$ cat src/rtl/featuremap_pkg.sv
// Shared types and frame-size helpers for the convolution layer sequencer.
package featuremap_pkg;

  typedef enum logic [1:0] {
    ST_IDLE  = 2'd0,
    ST_RUN   = 2'd1,
    ST_DRAIN = 2'd2,
    ST_DONE  = 2'd3
  } seq_state_e;

  // Padded input pixels and output pixels per filter pass for a given output side
  function automatic int unsigned in_total(input int unsigned width);
    return (width + 2) * (width + 2);
  endfunction

  function automatic int unsigned out_total(input int unsigned width);
    return width * width;
  endfunction

  localparam int unsigned DEF_WIDTH = 56;
  localparam int unsigned IN_TOTAL  = in_total(DEF_WIDTH);
  localparam int unsigned OUT_TOTAL = out_total(DEF_WIDTH);

endpackage

$ cat src/rtl/seq_pix_counter.sv
// Modulo pixel counter: counts inc strobes, flags the terminal value, clr has priority.
module seq_pix_counter #(
  parameter int unsigned TERMINAL = 16
) (
  input  logic clk,
  input  logic rst,
  input  logic i_inc,
  input  logic i_clr,
  output logic o_last
);

  localparam int unsigned CW = (TERMINAL > 1) ? $clog2(TERMINAL) : 1;

  logic [CW-1:0] r_count;

  assign o_last = (r_count == CW'(TERMINAL - 1));

  always_ff @(posedge clk) begin
    if (rst) begin
      r_count <= '0;
    end else if (i_clr) begin
      r_count <= '0;
    end else if (i_inc) begin
      r_count <= o_last ? '0 : r_count + CW'(1);
    end
  end

endmodule

$ cat src/rtl/conv_layer_sequencer.sv
// Sequences filter passes over one conv layer: reads padded input, waits for outputs, flags errors.
// Optional drain watchdog enabled by defining SEQ_TIMEOUT_EN.
module conv_layer_sequencer
  import featuremap_pkg::*;
#(
  parameter int unsigned WIDTH       = 56,
  parameter int unsigned NUM_CH      = 16,
  parameter int unsigned NUM_FILTERS = 16,
  parameter int unsigned TIMEOUT_CYC = 4096,
  localparam int unsigned FW = (NUM_FILTERS > 1) ? $clog2(NUM_FILTERS) : 1
) (
  input  logic              clk,
  input  logic              rst,
  input  logic              start,
  input  logic [NUM_CH-1:0] data_fifo_empty,
  input  logic              out_afull,
  input  logic              valid_out_fm,
  output logic              rdreq,
  output logic [FW-1:0]     filter_idx,
  output logic              busy,
  output logic              done,
  output logic              frame_err
);

  localparam int unsigned IN_TOT  = in_total(WIDTH);
  localparam int unsigned OUT_TOT = out_total(WIDTH);

  seq_state_e r_state, w_next;

  logic          r_busy, r_done, r_frame_err, r_out_done;
  logic [FW-1:0] r_filter;

  logic w_rd, w_in_last, w_out_last, w_out_inc, w_out_fin, w_last_filter;
  logic w_pass_end, w_early, w_in_clr, w_out_clr, w_err_set;

`ifdef SEQ_TIMEOUT_EN
  localparam int unsigned WDW = $clog2(TIMEOUT_CYC + 1);
  logic [WDW-1:0] r_wd;
`endif

  // Read only when every channel has data and downstream has room
  assign w_rd  = (r_state == ST_RUN) && !(|data_fifo_empty) && !out_afull;
  assign rdreq = w_rd;

  assign w_out_inc     = valid_out_fm && ((r_state == ST_RUN) || (r_state == ST_DRAIN));
  assign w_out_fin     = w_out_inc && w_out_last;
  assign w_last_filter = (r_filter == FW'(NUM_FILTERS - 1));

  seq_pix_counter #(.TERMINAL(IN_TOT)) u_in_cnt (
    .clk    (clk),
    .rst    (rst),
    .i_inc  (w_rd),
    .i_clr  (w_in_clr),
    .o_last (w_in_last)
  );

  seq_pix_counter #(.TERMINAL(OUT_TOT)) u_out_cnt (
    .clk    (clk),
    .rst    (rst),
    .i_inc  (w_out_inc),
    .i_clr  (w_out_clr),
    .o_last (w_out_last)
  );

  always_ff @(posedge clk) begin
    if (rst) begin
      r_state <= ST_IDLE;
    end else begin
      r_state <= w_next;
    end
  end

  always_comb begin
    w_next     = r_state;
    w_pass_end = 1'b0;
    w_early    = 1'b0;
    w_in_clr   = 1'b0;
    w_out_clr  = 1'b0;
    w_err_set  = 1'b0;
    case (r_state)
      ST_IDLE: begin
        if (start) begin
          w_next    = ST_RUN;
          w_in_clr  = 1'b1;
          w_out_clr = 1'b1;
        end
        if (valid_out_fm) begin
          w_err_set = 1'b1;
        end
      end
      ST_RUN: begin
        if (w_rd && w_in_last) begin
          w_in_clr = 1'b1;
          if (r_out_done || w_out_fin) begin
            w_pass_end = 1'b1;
          end else begin
            w_next = ST_DRAIN;
          end
        end else if (w_out_fin) begin
          // All outputs arrived before the input frame finished
          w_early   = 1'b1;
          w_err_set = 1'b1;
        end
      end
      ST_DRAIN: begin
        if (w_out_fin) begin
          w_pass_end = 1'b1;
        end
`ifdef SEQ_TIMEOUT_EN
        else if (!valid_out_fm && (r_wd == WDW'(TIMEOUT_CYC - 1))) begin
          w_next    = ST_IDLE;
          w_err_set = 1'b1;
        end
`endif
      end
      ST_DONE: begin
        w_next = ST_IDLE;
        if (valid_out_fm) begin
          w_err_set = 1'b1;
        end
      end
      default: begin
        w_next = ST_IDLE;
      end
    endcase
    if (w_pass_end) begin
      w_in_clr  = 1'b1;
      w_out_clr = 1'b1;
      w_next    = w_last_filter ? ST_DONE : ST_RUN;
    end
  end

  always_ff @(posedge clk) begin
    if (rst) begin
      r_busy      <= 1'b0;
      r_done      <= 1'b0;
      r_frame_err <= 1'b0;
      r_out_done  <= 1'b0;
      r_filter    <= '0;
    end else begin
      r_busy <= (w_next == ST_RUN) || (w_next == ST_DRAIN);
      r_done <= (w_next == ST_DONE);

      if (w_err_set) begin
        r_frame_err <= 1'b1;
      end else if ((r_state == ST_IDLE) && start) begin
        r_frame_err <= 1'b0;
      end

      if (w_out_clr) begin
        r_out_done <= 1'b0;
      end else if (w_early) begin
        r_out_done <= 1'b1;
      end

      if ((r_state == ST_IDLE) && start) begin
        r_filter <= '0;
      end else if (w_pass_end && !w_last_filter) begin
        r_filter <= r_filter + FW'(1);
      end else if (r_state == ST_DONE) begin
        r_filter <= '0;
      end
    end
  end

`ifdef SEQ_TIMEOUT_EN
  // Idle cycles spent in DRAIN since the last output strobe
  always_ff @(posedge clk) begin
    if (rst) begin
      r_wd <= '0;
    end else if (valid_out_fm || (r_state != ST_DRAIN)) begin
      r_wd <= '0;
    end else begin
      r_wd <= r_wd + WDW'(1);
    end
  end
`endif

  assign busy       = r_busy;
  assign done       = r_done;
  assign frame_err  = r_frame_err;
  assign filter_idx = r_filter;

endmodule

$ cat config.mk
export PLATFORM = sky130hd
export DESIGN_NAME = conv_layer_sequencer
export DESIGN_NICKNAME = d
export VERILOG_FILES = /design/src/rtl/featuremap_pkg.sv /design/src/rtl/seq_pix_counter.sv /design/src/rtl/conv_layer_sequencer.sv
export SDC_FILE = /design/constraint.sdc
export NUM_CORES = 1
export LEC_CHECK = 0
export CORE_ASPECT_RATIO = 1.4
export CORE_UTILIZATION = 55
export CTS_BUF_LIST = sky130_fd_sc_hd__clkbuf_8
export DETAILED_ROUTE_END_ITERATION = 8
export PLACE_DENSITY = 0.81
export RECOVER_POWER = 50
export SLEW_MARGIN = 20
export SYNTH_ARGS = -nofsm -noshare
export SYNTH_HDL_FRONTEND = slang
export SYNTH_HIERARCHICAL = 1
export SYNTH_SLANG_ARGS = --single-unit
$ cat constraint.sdc
create_clock -name clk -period 3.7 [get_ports clk]
set_clock_uncertainty 0.2 [all_clocks]
set_input_delay 0.37 -clock clk [delete_from_list [all_inputs] [get_ports clk]]
set_output_delay 0.37 -clock clk [all_outputs]
set_load 0.005 [all_outputs]
==> summary.txt <==
Yosys
  – Synth warn: 6
  – Post-synthesis sequential area ratio: 37.0%
  – EDFF count, synth: 0
  – Syn_area_per_cell: 8.92 um2
  – Post-synth top area share: 37.0%
  – Top post-synthesis cells by count: dfxtp_1, nor2_1, nand2_1
  – Number of synthesized register bits: 34
  – Synth Instances: 206
  – Most numerous cell in the Yosys netlist: dfxtp_1
  – Cell taking the most area after synthesis: dfxtp_1
  – Top cells by area, synth: dfxtp_1, ha_1, xnor2_1, nor2_1, xor2_1
  – Post-synth ARST share: 0%
  – Most used flip-flop cell after synthesis: dfxtp_1
  – Distinct cells, synth: 44
  – Post-synthesis cell area: 1840 um2
  – Net Count, Synth: 236

Timing
  – Final WS setup: 669 ps
  – Setup TNS: 0 ps
  – Final min period: 3030 ps
  – WHS: 265 ps
  – Slew HR: 62.2%
  – Max-slew violation count: 0
  – Crit share post-route: 81.9%
  – Setup violations, final: 0
  – Worst-margin pin slew: 567 ps
  – Fin. Hold Viols: 0
  – FMAX: 0.330 GHz
  – RSZ-0062 raised after global routing: no

Clock network
  – H-Tree Depth: 2
  – CTS Buffer Depth: 2
  – Clock latency on the worst-skew pair: 290 ps
  – CTS tree: built
  – Register clock-pin slew on the reported worst setup and hold paths: 80 ps
  – Postcts setup bufs: 0
  – Hold Buf Count CTS: 0
  – CTS root buf: clkbuf_8
  – CTS resizes: 0
  – Cts bufs inserted: 5
  – CTS Sinks: 34

Power and ir drop
  – Logic pwr share: 7.7%
  – P per Cell Area: 373 nW/um2
  – Max IR drop VDD: 0.543 mV
  – Overall power: 0.850 mW
  – Pleak: 0.810 nW
  – Sequential share of power: 43.8%
  – Pint: 0.675 mW
  – Sw Share: 20.6%
  – Clk network pwr share: 48.5%
  – Net Switching: 0.175 mW

Routing
  – Antenna viol nets, final: 0
  – Pre-antenna DRT Iters: 4
  – DR WL/cell: 13.3 um
  – # DRC: 0
  – Initial DRC Count: 57
  – Drt total wl: 3.71 mm
  – Via count: 1568
  – Via/cell ratio: 5.62

GRT
  – Vias in the first global route: 1464
  – Largest net degree at the start of global routing: 13
  – First-pass GRT wire length: 6.31 mm
  – Initial antenna violation count: 0
  – GRT Total Usage: 23.3%
  – Gr ovfl total: 0

Cells and area
  – Final core utilization: 72.3%
  – Fin area: 2280 um2
  – Share of layout cells above drive strength 1: 12.1%
  – Number of antenna diodes: 0
  – Non-filler cells, final: 279
  – Nets@finish: 269
  – Synth-to-layout area growth: 24.0%

Worst setup path
  – Arrival time at the worst endpoint: 3010 ps
  – Critical Path Sink Type: register
  – CP Max Fanout: 6
  – Critical path class: reg2reg
  – Reg2reg end: busy
  – Worst Path Required: 3680 ps
  – R2r worst-path depth: 9
  – Reg-to-reg startpoint: u_in_cnt/r_count[0]
  – R2R Setup Slk: 670 ps
  – Crit start category: register

Placement
  – Cell total after placement: 271
  – Port Buf Inserts: 28
  – Dpl ws: 796 ps
  – Cell Area, Placed: 2150 um2
  – Routability cong.: 0.905
  – Final HPWL DP: 2.66 mm

Die
  – Initial Utilization: 58.3%
  – Row count: 24
  – Die Width: 50.9 um
  – Die height: 70.4 um
  – Total core area: 3150 um2
  – Die ar.: 3580 um2
  – Top Ports: 29

Hold path
  – Hold endpoint: frame_err
  – Hold path depth: 1
  – Worst hold path startpoint: frame_err
  – Type of the tightest min-delay check: reg2reg

Status
  – Status: complete, no violations

Job
  – Max-Cap Viols: 0
cell type report:
| cell class | instances | area [um2] |
|---|---|---|
| clock buffer | 5 | 68.8 |
| timing repair buffer | 29 | 288 |
| multi-input combinational | 162 | 1100 |
| inverter | 7 | 26.3 |
| fill | 244 | 875 |
| clock inverter | 3 | 68.8 |
| tap | 39 | 48.8 |
| sequential | 34 | 681 |
cell usage in the layout, fill, tap and decap left out, drive strengths merged, types with 2 or more instances in the layout:
cell type and count:
xnor2 12, ha 9, nand2b 2, xor2 10, dlygate4sd3 7, nor2 34, nor4 7, nand3b 2
a211o 2, nand3 11, a21oi 5, clkdlybuf4s50 21, inv 7, dfxtp 34, bufinv 2, and3 3
a21o 2, nand2 15, nand4 9, clkbuf 5, nor3 9, mux2i 3, and2 2, o21ai 4
nor2b 5
power groups by stage:
stage          Clock [mW]  Combinational [mW]  Sequential, mW
5_1_grt             0.434              0.0714           0.373
3_3_place_gp            0              0.0650           0.381
2_1_floorplan           0              0.0336           0.381
3_5_place_dp            0              0.0661           0.381
6_report            0.412              0.0656           0.372
4_1_cts             0.421              0.0665           0.373
cell families after synthesis:
family	share of synthesized area (%)
buffers and inverters	2.93
muxes	2.45
and+or+nand+nor	31.9
DFF	37.0
AOI/OAI and AO/OA	9.12
xor gates and xnor gates	10.5
adders and majority gates	6.13
state kept, by name, indices dropped and copies added, names as in the netlist, named ones only:
name               flops
done                   1
busy                   1
u_in_cnt/r_count      12
filter_idx             4
frame_err              1
r_out_done             1
r_state                1
u_out_cnt/r_count     12
how the worst max path moves through the flow:
stage                end  slack (ps)  cells after the start            startpoint
floorplan           busy        1030                      9   u_in_cnt/r_count[0]
global placement    busy         830                      9  u_out_cnt/r_count[6]
CTS                 busy         780                      9  u_out_cnt/r_count[6]
global route        busy         480                      9   u_in_cnt/r_count[1]
finish              busy         670                      9   u_in_cnt/r_count[0]
detailed placement  busy         800                      9  u_out_cnt/r_count[7]
layer usage:
metal  part of all wire, %  GRT usage (%)  vias up
li1                      -              -      792
met1                    41           26.0      718
met2                    53           41.0       45
met3                   3.7           5.88       13
met4                   2.3           9.26        0
met5                     0              0        -
worst max-delay path, cell delays in order, from the launching register on:
cell	delay (ps)
dfxtp_1	390
ha_1	220
or4b_1	450
nor3_1	350
nand3_1	150
o31a_1	400
a31oi_4	270
nor2_1	90
ha_1	270
nor2b_1	120
(Power assumes the default switching activity.)
